$ cat config.mk
export PLATFORM = sky130hd
export DESIGN_NAME = de_hazard_injector
export DESIGN_NICKNAME = d
export VERILOG_FILES = /design/src/rtl/de_hazard_injector.sv
export SDC_FILE = /design/constraint.sdc
export NUM_CORES = 1
export LEC_CHECK = 0
export BUFFER_PORTS_ARGS = -buffer_cell sky130_fd_sc_hd__buf_4
export CAP_MARGIN = 15
export CORE_MARGIN = 2
export CORE_UTILIZATION = 25
export CTS_CLUSTER_DIAMETER = 120
export DETAILED_ROUTE_END_ITERATION = 7
export PLACE_DENSITY = 0.58
export SLEW_MARGIN = 10
export SYNTH_ARGS = -nofsm -noshare
export SYNTH_HDL_FRONTEND = slang
export SYNTH_SLANG_ARGS = --single-unit
$ cat constraint.sdc
create_clock -name Clk -period 1.7 [get_ports Clk]
set_input_delay 0.34 -clock Clk [delete_from_list [all_inputs] [get_ports Clk]]
set_output_delay 0.34 -clock Clk [all_outputs]
set_load 0.005 [all_outputs]
$ cat src/rtl/de_hazard_injector.sv
// Bubble injector in front of the decode/execute buffer: passes decoded fields,
// or substitutes NOP bubbles on a taken branch (flush) or a load-use hazard (stall).
module de_hazard_injector #(
  parameter logic [4:0] NOP_OP       = 5'b00000,
  parameter logic [4:0] LOAD_OP      = 5'b10100,
  parameter int         FLUSH_CYCLES = 2
) (
  input  logic        Clk,
  input  logic        Rst,
  input  logic        DecST,
  input  logic        DecSST,
  input  logic [16:0] DecReg1,
  input  logic [16:0] DecReg2,
  input  logic [4:0]  DecInstruction,
  input  logic [2:0]  DecSrcAddress,
  input  logic [2:0]  DecRegDestination,
  input  logic        BranchTaken,
  output logic        ST,
  output logic        SST,
  output logic [16:0] Reg1,
  output logic [16:0] Reg2,
  output logic [4:0]  Instruction,
  output logic [2:0]  SrcAddress,
  output logic [2:0]  RegDestination,
  output logic [2:0]  FlashNum,
  output logic        StallFD,
  output logic [1:0]  DbgState
);

  typedef enum logic [1:0] {
    RUN   = 2'd0,
    STALL = 2'd1,
    FLUSH = 2'd2
  } state_t;

  localparam logic [2:0] FLUSH_N = 3'(FLUSH_CYCLES);

  state_t     r_state;
  logic [2:0] r_flush_cnt;
  logic [4:0] r_last_instr;
  logic [2:0] r_last_dest;

  logic w_flush;
  logic w_hazard;

  assign w_flush  = BranchTaken || (r_state == FLUSH);
  // Only checked in RUN: the bubble issued by a stall clears the last opcode anyway.
  assign w_hazard = (r_last_instr == LOAD_OP) && (r_last_dest == DecSrcAddress) &&
                    (r_state == RUN);
  assign DbgState = r_state;

  always_comb begin
    ST             = 1'b0;
    SST            = 1'b0;
    Reg1           = '0;
    Reg2           = '0;
    Instruction    = NOP_OP;
    SrcAddress     = '0;
    RegDestination = '0;
    StallFD        = 1'b0;
    FlashNum       = '0;
    if (Rst) begin
      if (w_flush) begin
        FlashNum = BranchTaken ? FLUSH_N : r_flush_cnt;
      end else if (w_hazard) begin
        StallFD = 1'b1;
      end else begin
        ST             = DecST;
        SST            = DecSST;
        Reg1           = DecReg1;
        Reg2           = DecReg2;
        Instruction    = DecInstruction;
        SrcAddress     = DecSrcAddress;
        RegDestination = DecRegDestination;
      end
    end
  end

  always_ff @(posedge Clk or negedge Rst) begin
    if (!Rst) begin
      r_state      <= RUN;
      r_flush_cnt  <= '0;
      r_last_instr <= NOP_OP;
      r_last_dest  <= '0;
    end else begin
      r_last_instr <= Instruction;
      r_last_dest  <= RegDestination;
      if (BranchTaken) begin
        // A branch mid-flush reloads the count rather than extending it.
        if (FLUSH_CYCLES == 1) begin
          r_state     <= RUN;
          r_flush_cnt <= '0;
        end else begin
          r_state     <= FLUSH;
          r_flush_cnt <= FLUSH_N - 3'd1;
        end
      end else begin
        case (r_state)
          FLUSH: begin
            if (r_flush_cnt > 3'd1) begin
              r_flush_cnt <= r_flush_cnt - 3'd1;
            end else begin
              r_state     <= RUN;
              r_flush_cnt <= '0;
            end
          end
          RUN: begin
            if (w_hazard) r_state <= STALL;
          end
          STALL: r_state <= RUN;
          default: begin
            r_state     <= RUN;
            r_flush_cnt <= '0;
          end
        endcase
      end
    end
  end

endmodule

; Yosys cells after proc, flatten, opt, wreduce, memory -nomap -nowiden
; Index checks and enable logic that the tools add are counted.
[totals]
register_bits = 13
in_bits = 50
output_inout_bits = 53
wordCells = 53
[classes]
n_addsub = 1
n_lt_le_gt_ge = 1
n_eq_ne = 7
n_mux = 34
reduce_logical = 6
[op_table]
columns = operator, count
row1 = $mux W17, 6
row2 = $mux W3, 11
row3 = $mux W5, 3
row4 = $mux W1, 9
row5 = $mux W2, 3
row6 = $ne A3 B3 Y1 const B, 2
row7 = $pmux W3 S2, 1
row8 = $eq A5 B5 Y1 const B, 1
row9 = $pmux W2 S2, 1
row10 = $eq A3 B3 Y1, 1
row11 = $gt A3 B1 Y1 const B, 1
row12 = $sub A3 B1 Y3 const B, 1
row13 = $eq A2 B1 Y1 const B, 1
row14 = $eq A2 B2 Y1 const B, 1
row15 = $logic_and A1 B1 Y1, 2
row16 = $logic_not A2 Y1, 1
row17 = $ne A2 B1 Y1 const B, 1
row18 = $reduce_and A2 Y1, 1
row19 = $reduce_or A2 Y1, 1
row20 = $logic_or A1 B1 Y1, 1

; Depth between registers and ports, before layout
; Gate-level depths: netlist of run 1.
[depth]
depth_word = 6
mapped_depth = 5

; Worst setup path before layout of run 1
; No wires, ideal clock.
[synth_timing]
path_kind = reg-to-output
start = register r_state[1], in the netlist DbgState[1]
end = output port Instruction[0]
arrival_time_ns = 1.239
path_slack_ns = 0.121
stages_incl_launch_ff = 6
path_buffers = 2
path_cell_list = dfrtp_1 > nor3b_1 > and4_4 > buf_12 > buf_12 > a21oi_2
[synth_via]
elab_chain_cells = 5
word_cells_on_any_way = 7
[synth_lines]
columns = item, line
row1 = from (decl), 38  ; state_t r_state;
row2 = from (signal assigned), 81  ; r_state <= RUN;
row3 = from (signal assigned), 91  ; r_state <= RUN;
row4 = from (signal assigned), 94  ; r_state <= FLUSH;
row5 = $logic_not A2 Y1, 49  ; (r_state == RUN);
row6 = $logic_and A1 B1 Y1, 48  ; assign w_hazard = (r_last_instr == LOAD_OP) && (r_last_dest == DecSrcAddress) &&
row7 = $mux W5, 65  ; end else if (w_hazard) begin
row8 = $mux W5 (*), 63  ; if (w_flush) begin
row9 = $mux W5 (*), 62  ; if (Rst) begin
row10 = to (decl), 22  ; output logic [4:0] Instruction,
; Mark *: on every way between the ends. The rest lies on a longest branch, timed or not.

; Worst setup path after layout of run 1
[layout_timing]
start = register r_last_instr[1]
end = output port Reg1[7]
[layout_via]
elab_chain_cells = 6
[layout_lines]
columns = item, line
row1 = from (decl), 40  ; logic [4:0] r_last_instr;
row2 = from (signal assigned), 86  ; r_last_instr <= Instruction;
row3 = $eq A5 B5 Y1, 48
row4 = $logic_and A1 B1 Y1 (2 in a row), 48
row5 = $mux W17, 65
row6 = $mux W17, 63
row7 = $mux W17, 62
row8 = to (decl), 20  ; output logic [16:0] Reg1,
; No other way between the ends.

==> reports/metrics.yaml, run 1 <==
status:
  run_status: "finished with violations"
  violations: "setup timing"
floorplanning:
  die_height_um: 76.1
  fp-row-count: 26
  core_area_um2: 5070
  start_util_pct: 25.6
  die-area_um2: 5800
  chipWidth_um: 76.1
  io_pins: 103
place:
  portBuffers: 102
  pre_cts_slack_ps: -94.8
  dp_hpwl_mm: 3.29
  dpl.cell_count: 334
  gp_congestion: 0.766
global_route:
  grt_overflow: 0
  grt_use_total_pct: 14.5
  antenna_found_initial: 0
  grt_max_degree: 29
  first_global_vias: 1493
  grt_pass1_wl_mm: 7.07
pwr:
  vdd_ir_drop_max_uv: 205
  total_power_mw: 1.06
  swShare_pct: 31.0
  comb_power_share_pct: 42.2
  p_leak_nw: 1.10
  seqPwrFrac_pct: 31.8
  pwr-share-clk_pct: 26.0
  power.internal_uw: 731
  p_per_area_nw_per_um2: 447
  power.switching_uw: 329
timing:
  fin_crit_ps: 2010
  final_max_slew_viol_count: 0
  finalCritPeriodShare_pct: 118
  fmax_mhz: 497
  fin_ws_ps: -312
  whs_ps: 32.3
  hold_viol_final: 0
  finalSetupViolations: 48
  rsz0062_at_grt: "yes"
  tightest_slew_ps: 347
  relSlewSlack_pct: 76.7
  fin_skew_ps: 0.640
clock_network:
  clk_pin_slew_ps: 50
  htreeDepth: 1
  cts_tree: "done"
  numCtsBuffers: 3
  cts_buffer_depth: 2
  hold_buffers: 0
  clock_latency_ps: 240
  cts.sinks: 13
  root_buffer: "clkbuf_8"
setup_path:
  r2r_setup_slack_ps: 210
  crit_required_ps: 1360
  cp_data_arrival_time_ps: 1670
  cp_max_fo: 22
  timing_worst_setup_path_type: "reg2out"
  endpoint_kind: "output port"
  startpoint_type: "flip-flop"
yosys:
  yosysUniqueCellTypes: 25
  synth-seq-area-share_pct: 25.0
  ys_seq_elements: 13
  yosys_warnings: 0
  syn-num-nets: 214
  netlist_area_um2: 1300
  synth.avg_cell_area_um2: 8.03
  synthesis.instances: 162
cells_and_area:
  syn_to_final_growth_pct: 82.3
  antenna_cells: 0
  fin_nets: 321
  drive_gt1_share_pct: 62.7
  final_core_util_pct: 46.7
  fin_cells: 338
drt:
  viasPerCell: 4.68
  drtAntennaViolNets: 0
  vias: 1582
  dr.pass1.iters: 4
  wl_mm: 4.34
  drc: 0
  drtIter0Drc: 32
  wl_per_cell_um: 12.8
flow_run:
  drv_cap: 0
hold_path:
  hp-class: "in2async"
-- flip-flops by register name, summed over array words and instances, names as in the netlist --
| signal | count |
|---|---|
| r_last_instr | 5 |
| DbgState | 2 |
| r_last_dest | 3 |
| r_flush_cnt | 3 |
-- cell usage in the layout (no fill, tap or decap), types with 2 or more instances in the layout --
cell type	synthesis	final
buf_4	0	113
and3_1	2	2
inv_1	4	4
a21oi_2	30	33
buf_12	4	10
dfrtp_1	13	13
o31ai_1	2	2
clkbuf_8	0	3
a21oi_1	19	16
nand2_1	3	3
nand3_1	47	47
xnor2_1	4	3
ha_1	2	2
-- power groups by stage --
stage                     Clock, mW  Combinational (mW)  Sequential [mW]
after global routing          0.305               0.490            0.338
after floorplan                   0               0.182            0.340
final                         0.276               0.447            0.337
after detailed placement          0               0.446            0.341
after CTS                     0.284               0.450            0.337
after global placement            0               0.442            0.340
-- cell families after synthesis --
kind of cell / count (synthesis) / share of synthesized area [%]
compound gates: 54 / 30.2
fa+ha+maj: 2 / 1.92
buf+inv: 25 / 13.5
xor+xnor: 4 / 2.69
flops: 13 / 25.0
simple gates: 64 / 26.7
-- area by class of cell --
cell class,instances,area [um2]
multi-input combinational,124,851
sequential,13,325
inverter,4,15.0
tap,70,87.6
fill,525,2700
timing repair buffer,123,1050
clock buffer,4,45.0
-- cells in the mapped netlist, drive strengths merged --
library cell	n	area (um2)
xnor2	4	35.0
dfrtp	13	325
nor2	1	3.75
o21ai	2	10.0
nor4b	2	23.8
inv	4	15.0
ha	2	25.0
and4	1	11.3
and3	2	12.5
clkbuf	4	15.0
nor2b	3	18.8
o31ai	2	15.0
nand3	47	235
nand2	3	11.3
nor3	1	5.00
nor3b	1	7.51
nand4	1	6.26
nand2b	2	12.5
o21ba	1	10.0
buf	17	145
a21oi	49	358
-- final timing paths --
kind | end | cells after the start | from
worst min register to register | r_flush_cnt[1] | 2 | r_flush_cnt[1]
min in group Clk | DbgState[0] | 2 | BranchTaken
worst min-delay path | r_flush_cnt[0] | 2 | Rst
worst max register to register | r_last_instr[4] | 5 | r_last_instr[1]
max in group asynchronous | r_last_dest[2] | 2 | Rst
worst max-delay path | Reg1[7] | 5 | r_last_instr[1]
-- layer usage --
metal	share of wire [%]	track usage, %	vias up
met1	42	17.2	718
met2	49	25.9	65
met4	0	2.18	0
met3	8.5	4.86	0
met5	0	0	-
li1	-	-	799
-- critical path, cell delays in order, from the launching register on --
cell and delay (ps):
dfrtp_1 390, nor4b_4 310, and4_4 320, buf_12 180
a21oi_1 80, buf_4 140
-- stage by stage --
step                setup TNS [ps]  area [um2]
detailed placement           -2680        2290
global route                -17660        2370
CTS                         -13790        2360
finish                      -13050        2370
floorplan                        0        1300
global placement             -2620        2290
-- repair_timing --
action / in CTS / in global routing
gates resized for setup: 4 / 3
pin swaps: 2 / 0
setup endpoints to repair: 48 / 50
buffers inserted: 0 / 0
Note: power is estimated with default switching activity, not from simulation.
==> run 2, diff against run 1 <==
--- a/config.mk
+++ b/config.mk
@@ -5,13 +5,14 @@
 export SDC_FILE = /design/constraint.sdc
 export NUM_CORES = 1
 export LEC_CHECK = 0
+export ABC_AREA = 1
 export BUFFER_PORTS_ARGS = -buffer_cell sky130_fd_sc_hd__buf_4
 export CAP_MARGIN = 15
 export CORE_MARGIN = 2
 export CORE_UTILIZATION = 25
 export CTS_CLUSTER_DIAMETER = 120
 export DETAILED_ROUTE_END_ITERATION = 7
-export PLACE_DENSITY = 0.58
+export PLACE_DENSITY = 0.6
 export SLEW_MARGIN = 10
 export SYNTH_ARGS = -nofsm -noshare
 export SYNTH_HDL_FRONTEND = slang
==> reports/metrics.yaml, run 2 <==
yosys:
  synth_top_area_share_pct: 27.7  # +2.7 points
  synthesis.instances: 179  # +10%
  ys_seq_elements: 13  # unchanged
  synth_fa_ha_area_share_pct: 2.13  # +0.20 points
  yosys_warnings: 0  # unchanged
  synth_xor_xnor_area_share_pct: 0.745  # -1.9 points
  synth_common_cells: "62 x nand2_1, 32 x nor2_2, 25 x nor2_1"
  synth.avg_cell_area_um2: 6.57  # -18%
  synth_mux_area_share_pct: 0  # unchanged
  synth.most_common_cell: "nand2_1"
  synth-seq-area-share_pct: 27.7  # +2.7 points
  postSynth.asyncResetShare_pct: 100  # unchanged
  yosys.area.top_type: "dfrtp_1"
  synthSimpleGateAreaFrac_pct: 51.2  # +24 points
  ys.flop_type: "dfrtp_1"
  synth_compound_area_share_pct: 2.66  # -28 points
  ys_top_cells_by_area: "dfrtp_1 28%, nand2_1 20%, nor2_2 17%, nor2_1 8.0%, buf_12 5.1%"
  synth_top_family_by_area: "simple AND/OR/NAND/NOR gates"
  synth_edf_count: 0  # unchanged
  yosysUniqueCellTypes: 24  # -4.0%
  netlist_area_um2: 1180  # -9.6%
  syn-num-nets: 231  # +7.9%
setup_path:
  startpoint: "r_last_instr[0]"
  cp_data_arrival_time_ps: 1610  # -60 ps
  reg2reg_from: "r_last_instr[0]"
  endpoint_kind: "output port"
  crit_required_ps: 1360  # about the same
  critical_path_cell_count: 9  # +4
  cp_max_fo: 8  # -64%
  cp_cell_sequence: "nor2_2 > nand2_2 > nor2_2 > nand3_2 > nor2_4 > buf_12 > clkbuf_16 > nor2_4 > buf_6"
  critPathSlowestCell: "dfrtp_1"
  r2r_end: "r_last_instr[3]"
  reg2reg_depth: 10  # +5
  cp-endpoint: "Instruction[0]"
  crit_buf_inv: 3  # +1
  r2r_setup_slack_ps: 130  # -80 ps
  slowest_delay_ps: 370  # -20 ps
  timing_worst_setup_path_type: "reg2out"
  cpLargestDelayFamily: "simple AND/OR/NAND/NOR gates"
  startpoint_type: "flip-flop"
cells_and_area:
  antenna_cells: 0  # unchanged
  fill_cells: 449  # -14%
  fin_nets: 353  # +10%
  largest_reg_flops: 5  # unchanged
  final_common_cell: "buf_4"
  seqCellArea_um2: 325  # unchanged
  fin_area_um2: 2390  # +0.74%
  top_regs: "r_last_instr (5), r_flush_cnt (3), r_last_dest (3)"
  multi_input_area_um2: 762  # -10%
  drive_gt1_share_pct: 59.7  # -3.0 points
  largest_register: "r_last_instr"
  layout_common_cells: "105 x buf_4, 61 x nand2_1, 29 x nor2_2"
  fin_cells: 352  # +4.1%
  syn_to_final_growth_pct: 103
place:
  pre_cts_slack_ps: -29.5  # +65.3 ps
  place_area_um2: 2050  # -10%
  gp_congestion: 0.845  # +10%
  dp_hpwl_mm: 2.87  # -13%
  dpl.cell_count: 339  # +1.5%
  portBuffers: 102  # unchanged
clock_network:
  cts.sinks: 13  # unchanged
  numCtsBuffers: 3  # unchanged
  cts_buffer_depth: 2  # unchanged
  root_buffer: "clkbuf_8"
  clk_pin_slew_ps: 60  # about the same
  htreeDepth: 1  # unchanged
  cts_tree: "done"
  clock_latency_ps: 240  # about the same
global_route:
  antenna_found_initial: 0  # unchanged
  grt_max_degree: 38  # +31%
  grt_use_total_pct: 13.2  # -1.3 points
  grt_pass1_wl_mm: 5.56  # -21%
  grt_overflow: 0  # unchanged
  first_global_vias: 1323  # -11%
timing:
  fin_crit_ps: 1950  # -62.5 ps
  fin_ws_ps: -249  # +62.5 ps
  hold_viol_final: 0  # unchanged
  rsz0062_at_grt: "yes"
  tightest_slew_ps: 261  # -86.2 ps
  fmax_mhz: 513  # +3.2%
  finalCritPeriodShare_pct: 115  # -3.7 points
  relSlewSlack_pct: 82.6  # +5.8 points
  final_max_slew_viol_count: 0  # unchanged
  fin_skew_ps: 1.62  # +0.982 ps
  finalSetupViolations: 48  # unchanged
floorplanning:
  start_util_pct: 26.5  # +0.82 points
  die-area_um2: 5270  # -9.1%
  die_height_um: 72.6  # -4.7%
  io_pins: 103  # unchanged
  core_area_um2: 4440  # -12%
  fp-row-count: 24  # -7.7%
  chipWidth_um: 72.6  # -4.7%
pwr:
  p_per_area_nw_per_um2: 389  # -13%
  vdd_ir_drop_max_uv: 306  # +49%
  total_power_uw: 929  # -12%
  p_leak_nw: 1.21  # +9.8%
flow_run:
  drv_cap: 0  # unchanged
status:
  violations: "setup timing"
  run_status: "finished with violations"
drt:
  wl_per_cell_um: 11.7  # -9.2%
  viasPerCell: 4.28  # -8.6%
  drtAntennaViolNets: 0  # unchanged
  drtIter0Drc: 45  # +41%
  vias: 1506  # -4.8%
  wl_mm: 4.10  # -5.5%
  drc: 0  # unchanged
  dr.pass1.iters: 4  # unchanged
hold_path:
  hp-class: "in2async"
-- run 2: final cells by class --
class	count	area share (%)
clock buffer	4	1.88
inverter	18	2.83
multi-input combinational	138	31.9
sequential	13	13.6
tap	52	2.72
timing repair buffer	127	47.1
-- run 2: cell families (layout without fill, tap and decap cells) --
logic type	count (synthesis)	in the layout
AOI/OAI and AO/OA	5	5
buffers and inverters	28	149
and+or+nand+nor	130	130
DFF	13	13
adders and majority gates	2	2
xor gates and xnor gates	1	1
-- run 2: worst min path at each step --
| stage | slack (ps) | endpoint | startpoint | depth (start not counted) |
|---|---|---|---|---|
| 2_1_floorplan | 40 | DbgState[0] | Rst | 0 |
| 3_3_place_gp | 290 | r_flush_cnt[2] | Rst | 2 |
| 3_5_place_dp | 290 | r_flush_cnt[1] | Rst | 2 |
| 4_1_cts | 30 | r_last_instr[0] | Rst | 2 |
| 5_1_grt | 40 | r_last_instr[3] | Rst | 2 |
| 6_report | 30 | r_last_instr[0] | Rst | 2 |
-- run 2: layer usage --
layer / GRT usage [%] / share of wire (%)
met4: 4.53 / 0.56
met5: 0 / 0
met2: 23.7 / 51
met1: 14.7 / 37
met3: 3.87 / 11
-- run 2: report_power, final --
part / total, mW / switching (mW) / internal [mW]
combinational: 0.318 / 0.132 / 0.186
clock: 0.281 / 0.115 / 0.166
sequential: 0.330 / 0.00766 / 0.322
total: 0.929 / 0.255 / 0.674
-- run 2: timing repair --
item                       CTS  global route
hold buffers                 0             0
setup endpoints to repair   51            51
pin swaps                    1             4
hold endpoints to repair     0             0
cloned                       0             6
gates resized for setup      4            33
setup buffers                1             2
-- run 2: per-stage QoR --
stage | hold slack [ps] | setup TNS [ps] | util (%)
3_3_place_gp | 293 | -30.1 | 46.2
5_1_grt | 40.6 | -16090 | 53.8
2_1_floorplan | 44.4 | 0 | -
6_report | 26.1 | -11100 | 53.8
4_1_cts | 26.8 | -10520 | 47.8
3_5_place_dp | 294 | -83.3 | 46.2
